### src/rtl/uart_tx_frame.sv
// UART transmitter: DATA_BITS data bits LSB first, STOP_BITS stop bits, valid/ready input with zero-gap chaining.
// Define UART_TX_PARITY_EN to insert a parity bit (even, or odd when PARITY_ODD=1) between data and stop.
module uart_tx_frame #(
    parameter int DIVIDER    = 217,
    parameter int DATA_BITS  = 8,
    parameter int STOP_BITS  = 1,
    parameter int PARITY_ODD = 0
) (
    input  logic                 clk_25mhz,
    input  logic                 resetn,
    input  logic [DATA_BITS-1:0] in_data,
    input  logic                 in_valid,
    output logic                 in_ready,
    output logic                 tx,
    output logic                 busy,
    output logic                 tx_done
);

    localparam int BIT_W  = $clog2(DATA_BITS + 1);
    localparam int BAUD_W = $clog2(DIVIDER);

    localparam logic [BAUD_W-1:0] BAUD_LAST = BAUD_W'(DIVIDER - 1);
    localparam logic [BIT_W-1:0]  DATA_LAST = BIT_W'(DATA_BITS - 1);
    localparam logic [BIT_W-1:0]  STOP_LAST = BIT_W'(STOP_BITS - 1);

    if (DATA_BITS < 5 || DATA_BITS > 9) begin : g_bad_data_bits
        $error("uart_tx_frame: DATA_BITS must be 5..9");
    end
    if (STOP_BITS < 1 || STOP_BITS > 2) begin : g_bad_stop_bits
        $error("uart_tx_frame: STOP_BITS must be 1 or 2");
    end
    if (DIVIDER < 2) begin : g_bad_divider
        $error("uart_tx_frame: DIVIDER must be at least 2");
    end
    if (PARITY_ODD < 0 || PARITY_ODD > 1) begin : g_bad_parity_odd
        $error("uart_tx_frame: PARITY_ODD must be 0 or 1");
    end

    typedef enum logic [2:0] {
        S_IDLE,
        S_START,
        S_DATA,
        S_PARITY,
        S_STOP
    } state_t;

    state_t               r_state,    w_state_next;
    logic [BAUD_W-1:0]    r_baud_cnt, w_baud_next;
    logic [BIT_W-1:0]     r_bit_cnt,  w_bit_next;
    logic [DATA_BITS-1:0] r_shift,    w_shift_next;
    logic                 r_tx,       w_tx_next;
`ifdef UART_TX_PARITY_EN
    logic                 r_parity,   w_parity_next;
`endif

    logic w_bit_end;
    logic w_last_stop;
    logic w_accept;

    assign w_bit_end   = (r_baud_cnt == BAUD_LAST);
    assign w_last_stop = (r_state == S_STOP) && w_bit_end && (r_bit_cnt == STOP_LAST);
    assign w_accept    = in_valid && in_ready;

    assign in_ready = (r_state == S_IDLE) || w_last_stop;
    assign busy     = (r_state != S_IDLE);
    assign tx       = r_tx;
    // A reset landing on the final stop cycle must not leak a completion pulse.
    assign tx_done  = w_last_stop && resetn;

    always_comb begin
        // NOTE: every next-state signal gets a default first, so no path through the case infers a latch.
        w_state_next = r_state;
        w_baud_next  = w_bit_end ? '0 : r_baud_cnt + 1'b1;
        w_bit_next   = r_bit_cnt;
        w_shift_next = r_shift;
        w_tx_next    = r_tx;
`ifdef UART_TX_PARITY_EN
        w_parity_next = r_parity;
`endif

        case (r_state)
            S_IDLE: begin
                w_baud_next = '0;
                w_tx_next   = 1'b1;
            end
            S_START: begin
                if (w_bit_end) begin
                    w_state_next = S_DATA;
                    w_bit_next   = '0;
                    w_tx_next    = r_shift[0];
                end
            end
            S_DATA: begin
                if (w_bit_end) begin
                    if (r_bit_cnt == DATA_LAST) begin
                        w_bit_next = '0;
`ifdef UART_TX_PARITY_EN
                        w_state_next = S_PARITY;
                        w_tx_next    = r_parity;
`else
                        w_state_next = S_STOP;
                        w_tx_next    = 1'b1;
`endif
                    end else begin
                        w_bit_next   = r_bit_cnt + 1'b1;
                        w_shift_next = r_shift >> 1;
                        w_tx_next    = r_shift[1];
                    end
                end
            end
`ifdef UART_TX_PARITY_EN
            S_PARITY: begin
                if (w_bit_end) begin
                    w_state_next = S_STOP;
                    w_bit_next   = '0;
                    w_tx_next    = 1'b1;
                end
            end
`endif
            S_STOP: begin
                if (w_bit_end) begin
                    if (r_bit_cnt == STOP_LAST) begin
                        w_state_next = S_IDLE;
                        w_tx_next    = 1'b1;
                    end else begin
                        w_bit_next = r_bit_cnt + 1'b1;
                    end
                end
            end
            default: begin
                w_state_next = S_IDLE;
                w_tx_next    = 1'b1;
            end
        endcase

        // Accept overrides the above, which is what lets STOP chain straight into START.
        if (w_accept) begin
            w_state_next = S_START;
            w_baud_next  = '0;
            w_bit_next   = '0;
            w_shift_next = in_data;
            w_tx_next    = 1'b0;
`ifdef UART_TX_PARITY_EN
            w_parity_next = (^in_data) ^ 1'(PARITY_ODD);
`endif
        end
    end

    always_ff @(posedge clk_25mhz) begin
        if (!resetn) begin
            r_state    <= S_IDLE;
            r_baud_cnt <= '0;
            r_bit_cnt  <= '0;
            r_shift    <= '0;
            r_tx       <= 1'b1;
`ifdef UART_TX_PARITY_EN
            r_parity   <= 1'b0;
`endif
        end else begin
            r_state    <= w_state_next;
            r_baud_cnt <= w_baud_next;
            r_bit_cnt  <= w_bit_next;
            r_shift    <= w_shift_next;
            r_tx       <= w_tx_next;
`ifdef UART_TX_PARITY_EN
            r_parity   <= w_parity_next;
`endif
        end
    end

endmodule

### config.mk
export PLATFORM = sky130hd
export DESIGN_NAME = uart_tx_frame
export DESIGN_NICKNAME = d
export VERILOG_FILES = /design/src/rtl/uart_tx_frame.sv
export SDC_FILE = /design/constraint.sdc
export NUM_CORES = 1
export LEC_CHECK = 0
export CAP_MARGIN = 20
export CORE_ASPECT_RATIO = 0.9
export CORE_MARGIN = 8
export CORE_UTILIZATION = 50
export DETAILED_ROUTE_END_ITERATION = 16
export PLACE_DENSITY = 0.7
export SLEW_MARGIN = 10
export SYNTH_ARGS = -nofsm -noshare
export SYNTH_HDL_FRONTEND = slang
export SYNTH_SLANG_ARGS = --single-unit
### constraint.sdc
create_clock -name clk_25mhz -period 4 [get_ports clk_25mhz]
set_input_delay 0.8 -clock clk_25mhz [delete_from_list [all_inputs] [get_ports clk_25mhz]]
set_output_delay 0.8 -clock clk_25mhz [all_outputs]
set_load 0.05 [all_outputs]
Word level (Yosys, flattened, before mapping):

Index checks and enable logic that the tools add are counted.

* RAM bits: 0
* memories: 0
* latch bits: 0
* bits in read-only memories: 0
* input bits: 11
* flip-flop bits (word level): 24
* output and inout bits: 4
* logic and storage cells: 70

* $mul: 0
* $lt $le $gt $ge: 0
* equality and inequality tests: 18
* multiplexer cells: 24
* reductions and logical operators: 18
* add/sub/neg operators: 2
* divide/modulo/power cells: 0
* shifts and indexed selects: 0
* bitwise gates (word level): 2

Operators by type and width (count)
* 2-to-1 mux 8 bit: 4
* 2-to-1 mux 4 bit: 5
* 2-to-1 mux 3 bit: 5
* != test 2 bit, second input constant: 7
* != test 3 bit, second input constant: 4
* case mux 3 bit (4 select lines): 1
* case mux 4 bit (3 select lines): 1
* AND reduction 6 bit: 2
* adder 8 x 1 -> 8 bit, second input constant: 1
* equality test 8 bit, second input constant: 1
* 2-to-1 mux 1 bit: 7
* nonzero test 3 bit: 2
* AND reduction 5 bit: 1
* adder 4 x 1 -> 4 bit, second input constant: 1
* equality test 4 x 3 -> 1 bit, second input constant: 1
* logical AND 1 bit: 4
* logical NOT 4 bit: 1
* AND reduction 4 bit: 1
* nonzero test 2 bit: 2
* OR reduction 4 bit: 1
* equality test 3 x 1 -> 1 bit, second input constant: 1
* equality test 3 x 2 -> 1 bit, second input constant: 1
* equality test 3 bit, second input constant: 1
* logical NOT 3 bit: 1
* other kinds (7): 8

Logic depth before layout (Yosys ltp):

Gate-level depths: netlist of run 1.

* depth in word-level cells: 7
* depth in mapped cells: 7
* depth with buffers taken out: 6

Worst setup path before layout of run 1:

No wires, ideal clock.

* kind: input to output
* start point: input port resetn
* end point: output port tx_done
* slack: 1396 ps
* required time: 3200 ps
* data arrival time: 1804 ps
* cell stages on the path: 3
* buffers on the path: 2
* path through: clkbuf_1 -> clkbuf_1 -> and3_1

* cells in the longest elaborated chain, start to end: 1

RTL lines
* from (decl): RTL line 10 `input logic resetn,`
* logical AND 1 bit: RTL line 68 `assign tx_done = w_last_stop && resetn;`
* to (decl): RTL line 16 `output logic tx_done`

No other way between the ends.

Final worst setup path of run 1:

* start point: register r_bit_cnt[0]
* end point: output port tx_done

* cells in the longest elaborated chain, start to end: 3

RTL lines
* from (decl): RTL line 49 `logic [BIT_W-1:0] r_bit_cnt, w_bit_next;`
* from (signal assigned): RTL line 162 `r_bit_cnt <= w_bit_next;`
* logical NOT 4 bit: RTL line 61 `assign w_last_stop = (r_state == S_STOP) && w_bit_end && (r_bit_cnt == STOP_LAST);`
* logical AND 1 bit: RTL line 61
* logical AND 1 bit: RTL line 68

No other way between the ends.

==> run summary, run 1 <==
Largest net degree at the start of global routing -> 20
Status -> complete, no violations
Non-filler instance count after layout -> 211
DPL Wire Length -> 2350 um
NetSw -> 0.119 mW
Initial DRT Pass Iterations -> 4
MaxCap Viol Count -> 0
Total GRT Usage -> 14.8%
Least-Margin Pin Slew -> 0.554 ns
CP Data Required Time -> 3.20 ns
Clk Latency, worst-skew pair -> 0.33 ns
Fraction of registers with async set/reset -> 0%
RD Place Congestion -> 0.854
Die area -> 4800 um2
Cell Area, Placed -> 1560 um2
IO Count -> 15
Worst Reg-to-Reg Cells -> 6
Synthesis Warnings -> 0
I/O Buffers -> 14
Top FF cell, synth -> dfxtp_1
Hold Fails Final Rpt -> 0
Post-synth EDFFs -> 0
Syn Std Cell Area -> 1420 um2
CTS max path bufs -> 2
Vias in the first global route -> 1,232
Worst rel slew slack -> 63.0%
Drt first-iter violations -> 118
Signal arrival time at the worst endpoint -> 2.61 ns
Final setup fails -> 0
Hold path cells -> 2
Core area -> 2730 um2
Setup bufs post-CTS -> 0
Largest cells by area after synthesis -> dfxtp_1 (34%), nand3_1 (4.2%), ha_1 (3.5%), o31ai_1 (3.2%), xor2_1 (3.1%)
P_leak -> 0.541 nW
Die extent in x -> 72.1 um
Routed wire per std cell -> 15.1 um
Number of nets in the layout -> 187
Min-delay src -> r_shift[7]$_SDFFE_PN0P_
Overall Power -> 0.452 mW
Root buf cell -> clkbuf_4
Initial Utilization -> 52.0%
Synthesized area per cell -> 8.75 um2
Placed Cells -> 207
Seq/Total Area, Yosys -> 33.9%
Cts repair resizes -> 0
Cts hold-fix bufs -> 0
R2r endpoint -> r_shift[2]$_SDFFE_PN0P_
HP Class -> reg2reg
Mapped Nets -> 177
Comb power frac -> 14.1%
Worst-case vdd ir drop -> 0.185 mV
Initial antenna violation count -> 0
Unrepaired setup endpoints after global routing -> no
Endpoint of the worst hold path -> r_shift[7]$_SDFFE_PN0P_
Clock power share -> 29.2%
Final clock skew -> 0.00804 ns
Yosys top cell area share -> 33.9%
Layout cells sized above 1 -> 9.94%
Final period util -> 85.1%
Total CTS buffers -> 3
CP Capture Type -> output port
First-pass GRT wire length -> 5790 um
DRC -> 0
Post-Route WL -> 3190 um
CTS H-tree lvls -> 1
Synth area leader -> dfxtp_1
Cell variety after synth -> 48
TritonCTS clock tree -> built
Min Tclk post-route -> 3.41 ns
R2r startpoint -> r_baud_cnt[0]$_SDFF_PP0_
Clock transition at the registers of the reported paths -> 0.13 ns
Vias -> 1,238
Chip Height -> 66.5 um
Fmax -> 0.294 GHz
Synthesized flop and latch total -> 24
PD cells -> 283 nW/um2
FP Rows -> 18
CP Launch Type -> register
Sw Ratio -> 26.4%
Final Cell Area -> 1600 um2
Post-Syn Instances -> 162
P_int -> 0.332 mW
Max Slew Vio Count -> 0
CP Max Fanout -> 4
DR vias/cell -> 5.87
Detail Route Antenna Nets -> 0
Reg2reg setup slack -> 2.07 ns
WHS -> 0.492 ns
Synth-to-layout area growth -> 12.7%
Total negative slack -> 0 ns
Sequential Power Share -> 56.7%
GR Overflow Total -> 0
Critical path class -> reg2out
CTS sink count -> 24
N_diodes -> 0
-- routing by layer --
metal,track usage (%),wire [um],part of all wire [%],vias to the layer above
li1,-,-,-,625
met1,18.5,1470,46,585
met2,24.0,1530,48,23
met3,3.90,152,4.8,5
met4,5.09,35,1.1,0
met5,0,0,0,-
-- worst max path at each step --
stage	from	end	slack, ns	cells after the start
after global placement	resetn	tx_done	0.98	3
final	r_bit_cnt[0]$_SDFFE_PP0P_	tx_done	0.59	6
after CTS	r_bit_cnt[0]$_SDFFE_PP0P_	tx_done	0.60	6
after floorplan	resetn	tx_done	1.40	3
after global routing	r_bit_cnt[0]$_SDFFE_PP0P_	tx_done	0.44	6
after detailed placement	resetn	tx_done	0.96	3
-- power groups by stage --
stage | sequential [mW] | combinational, mW | clock (mW)
finish | 0.256 | 0.0637 | 0.132
global route | 0.257 | 0.0700 | 0.147
CTS | 0.256 | 0.0640 | 0.134
detailed placement | 0.261 | 0.0639 | 0
global placement | 0.261 | 0.0627 | 0
floorplan | 0.261 | 0.0401 | 0
-- cell usage in the layout (no fill, tap or decap), drive strengths merged, types with 3 or more instances in the layout --
cell type	count
clkdlybuf4s50	14
nand4	3
xnor2	3
nand2	8
dfxtp	24
a21oi	4
xor2	5
o31ai	6
nor3b	4
nor3	7
nor2	13
a211oi	3
a311o	3
or3b	4
o21ai	10
nand3	12
inv	7
clkbuf	4
a31oi	5
and3	3
and4	3
ha	4
-- critical path: stages, from the launching register on --
cell and delay [ns]:
dfxtp_1 0.36, inv_1 0.08, ha_1 0.15, or3b_1 0.39, nor3_1 0.30, and3_1 0.20, clkdlybuf4s50_1 0.80
-- final cells by class --
type / count / area, um2
Clock buffer: 4 / 36.3
Timing Repair Buffer: 15 / 148
Inverter: 7 / 26.3
Sequential cell: 24 / 480
Tap cell: 40 / 50.0
Multi-Input combinational cell: 121 / 857
Fill cell: 260 / 1130
-- state kept, by name, summed over array words and instances, names as in the netlist --
register / count
r_baud_cnt: 8
r_bit_cnt: 4
r_shift: 8
r_state: 3
tx: 1
-- metrics by stage --
stage / setup slack [ns] / util [%]
2_1_floorplan: 1.40 / -
3_3_place_gp: 0.981 / 57.3
3_5_place_dp: 0.957 / 57.3
4_1_cts: 0.599 / 58.6
5_1_grt: 0.440 / 58.6
6_report: 0.594 / 58.6
-- cell usage after synthesis, drive strengths merged, types with 3 or more instances --
cell,number
a31oi,5
nor3,7
xor2,5
and3,3
nand3,12
inv,7
nor3b,4
o21ai,10
a211oi,3
a311o,3
nand2,8
buf,8
a21oi,4
ha,4
xnor2,3
dfxtp,24
nand4,3
and4,3
or3b,4
o31ai,6
nor2,13
-- logic make-up (layout without fill, tap and decap cells) --
logic type	after synthesis	in the layout	synth area share [%]
AO/OA/AOI/OAI	41	41	22.0
XOR/XNOR	8	8	4.94
adder cells (fa/ha/maj)	4	4	3.53
buffers and inverters	17	26	5.65
flip-flops	24	24	33.9
AND/OR/NAND/NOR	68	68	30.0
No activity file was read; power rests on OpenSTA's default activity.
==> run 2, diff against run 1 <==
--- a/config.mk
+++ b/config.mk
@@ -7,7 +7,7 @@
 export LEC_CHECK = 0
 export CAP_MARGIN = 20
 export CORE_ASPECT_RATIO = 0.9
-export CORE_MARGIN = 8
+export CORE_MARGIN = 2
 export CORE_UTILIZATION = 50
 export DETAILED_ROUTE_END_ITERATION = 16
 export PLACE_DENSITY = 0.7
==> run 2 against run 1 <==
  * Maximum frequency shrank 1.9%
  * First-iteration DRC count shrank 61%
  * Worst setup slack lost 0.066 ns
  * Global-route usage grew 6.0 points
  * Critical path depth is the same
==> run summary, run 2 (synthesized netlist as in run 1, its figures left out) <==
FILL cells -> 254 (was 260)
Hold Fails Final Rpt -> 0 (unchanged)
Clock power share -> 35.7% (was 29.2%)
Min Tclk post-route -> 3.47 ns (was 3.41 ns)
Endpoint of the worst hold path -> r_shift[4]$_SDFFE_PN0P_ (was r_shift[7]$_SDFFE_PN0P_)
Signal arrival time at the worst endpoint -> 2.67 ns (was 2.61 ns)
Met1 wire length -> 1410 um (was 1470 um)
I/O Buffers -> 14 (unchanged)
Cts hold-fix bufs -> 0 (unchanged)
Comb power frac -> 12.9% (was 14.1%)
Die area -> 3280 um2 (was 4800 um2)
CP max-delay cell -> clkdlybuf4s50_1 (unchanged)
Setup bufs post-CTS -> 0 (unchanged)
Vias -> 1,272 (was 1,238)
Unrepaired setup endpoints after global routing -> no (unchanged)
Hold path cells -> 2 (unchanged)
DRC -> 0 (unchanged)
Worst-case vdd ir drop -> 0.177 mV (was 0.185 mV)
Fmax -> 0.288 GHz (was 0.294 GHz)
R2r endpoint -> r_shift[5]$_SDFFE_PN0P_ (was r_shift[2]$_SDFFE_PN0P_)
Worst Reg-to-Reg Cells -> 6 (unchanged)
Reg2reg setup slack -> 2.08 ns (was 2.07 ns)
CP Data Required Time -> 3.20 ns (about the same)
N_diodes -> 0 (unchanged)
Cts repair resizes -> 0 (unchanged)
Root buf cell -> clkbuf_4 (unchanged)
Core area -> 2730 um2 (unchanged)
Routed wire per std cell -> 14.8 um (was 15.1 um)
Initial antenna violation count -> 0 (unchanged)
R2r startpoint -> r_baud_cnt[0]$_SDFF_PP0_ (unchanged)
Vias in the first global route -> 1,189 (was 1,232)
CTS H-tree lvls -> 1 (unchanged)
GR Overflow Total -> 0 (unchanged)
Final period util -> 86.8% (was 85.1%)
Largest regs -> r_baud_cnt: 8 flops, r_shift: 8 flops, r_bit_cnt: 4 flops (unchanged)
DR vias/cell -> 6.03 (was 5.87)
WL met3 -> 139 um (was 152 um)
DPL Wire Length -> 2250 um (was 2350 um)
PD cells -> 308 nW/um2 (was 283 nW/um2)
CTS sink count -> 24 (unchanged)
Worst path bufs/invs -> 2 (unchanged)
FP Rows -> 18 (unchanged)
IO Count -> 15 (unchanged)
Drt first-iter violations -> 46 (was 118)
Clock transition at the registers of the reported paths -> 0.14 ns (was 0.13 ns)
Clk Latency, worst-skew pair -> 0.33 ns (about the same)
Min-delay src -> r_shift[4]$_SDFFE_PN0P_ (was r_shift[7]$_SDFFE_PN0P_)
CTS max path bufs -> 2 (unchanged)
TritonCTS clock tree -> built (unchanged)
Layout cells sized above 1 -> 9.94% (unchanged)
Total negative slack -> 0 ns (unchanged)
NetSw -> 0.119 mW (about the same)
Chip Height -> 54.5 um (was 66.5 um)
Most common cell after layout, fill and taps aside -> dfxtp_1 (unchanged)
Non-filler instance count after layout -> 211 (unchanged)
Placed Cells -> 207 (unchanged)
WP depth -> 6 (unchanged)
Sequential Power Share -> 51.4% (was 56.7%)
Detail Route Antenna Nets -> 0 (unchanged)
Worst rel slew slack -> 62.9% (was 63.0%)
Final setup fails -> 0 (unchanged)
P_int -> 0.378 mW (was 0.332 mW)
Initial Utilization -> 52.0% (unchanged)
Total GRT Usage -> 20.8% (was 14.8%)
Largest net degree at the start of global routing -> 20 (unchanged)
Synth-to-layout area growth -> 13.9% (was 12.7%)
CP Capture Type -> output port (unchanged)
Critical path class -> reg2out (unchanged)
Critical path's top delay family -> simple AND/OR/NAND/NOR gates (unchanged)
Met2 wire length -> 1540 um (was 1530 um)
Least-Margin Pin Slew -> 0.556 ns (was 0.554 ns)
MaxCap Viol Count -> 0 (unchanged)
HP Class -> reg2reg (unchanged)
Sw Ratio -> 24.0% (was 26.4%)
Most frequent cells in the layout -> dfxtp_1 (24), clkdlybuf4s50_1 (14), nand3_1 (12), nor2_1 (11), nand2_1 (8) (unchanged)
Number of nets in the layout -> 187 (unchanged)
RD Place Congestion -> 0.803 (was 0.854)
Final clock skew -> 0.0104 ns (was 0.00804 ns)
CP Cell Sequence -> inv_1 > ha_1 > or3b_1 > nor3_1 > and3_1 > clkdlybuf4s50_1 (unchanged)
Worst stage delay on the critical path -> 0.79 ns (was 0.80 ns)
Status -> complete, no violations (unchanged)
P_leak -> 0.548 nW (was 0.541 nW)
Die extent in x -> 60.1 um (was 72.1 um)
CP Max Fanout -> 4 (unchanged)
Highest Signal Layer -> met4 (unchanged)
Total CTS buffers -> 3 (unchanged)
Initial DRT Pass Iterations -> 4 (unchanged)
Max Slew Vio Count -> 0 (unchanged)
First-pass GRT wire length -> 5110 um (was 5790 um)
Post-Route WL -> 3120 um (was 3190 um)
CP Launch Type -> register (unchanged)
run 2: worst max-delay path by stage:
stage / startpoint / to / slack (ns)
after CTS: r_bit_cnt[0]$_SDFFE_PP0P_ / tx_done / 0.54
after floorplan: resetn / tx_done / 1.40
final: r_bit_cnt[0]$_SDFFE_PP0P_ / tx_done / 0.53
after global placement: resetn / tx_done / 0.99
after global routing: r_bit_cnt[0]$_SDFFE_PP0P_ / in_ready / 0.39
after detailed placement: r_bit_cnt[0]$_SDFFE_PP0P_ / tx_done / 0.94
run 2: power by group through the flow:
| stage | clock (mW) | sequential [mW] | combinational, mW |
|---|---|---|---|
| final | 0.177 | 0.256 | 0.0639 |
| after global routing | 0.192 | 0.257 | 0.0693 |
| after CTS | 0.185 | 0.256 | 0.0639 |
| after detailed placement | 0 | 0.261 | 0.0637 |
| after global placement | 0 | 0.260 | 0.0626 |
| after floorplan | 0 | 0.261 | 0.0401 |
run 2: cell type report:
cell class / instances / area, um2 / share of cell area [%]
well taps: 40 / 50.0 / 3.10
multi-input cells: 121 / 857 / 53.1
clock inverters: 1 / 30.0 / 1.86
inverters: 7 / 26.3 / 1.63
repair buffers: 15 / 148 / 9.15
clock buffers: 3 / 22.5 / 1.40
flip-flops and latches: 24 / 480 / 29.8
run 2: worst register-to-register path, cell delays in order, from the launching register on:
cell       delay (ns)
dfxtp_1          0.38
inv_1            0.07
ha_1             0.16
nand3b_1         0.17
nor2_2           0.48
a2bb2oi_2        0.18
a311o_1          0.38
run 2: per-stage QoR:
step	hold slack [ns]	area, um2	setup WS (ns)	util [%]	power [mW]
final	0.466	1610	0.528	59.2	0.497
after global routing	0.495	1610	0.392	59.2	0.519
after CTS	0.470	1610	0.544	59.2	0.504
after detailed placement	0.446	1560	0.942	57.3	0.325
after global placement	0.439	1560	0.988	57.3	0.323
after floorplan	0.430	1420	1.40	-	0.301
run 2: layer usage:
| layer | up-vias | global-route usage [%] |
|---|---|---|
| li1 | 627 | - |
| met4 | 0 | 7.41 |
| met5 | - | 0 |
| met1 | 608 | 23.9 |
| met2 | 32 | 38.0 |
| met3 | 5 | 4.26 |
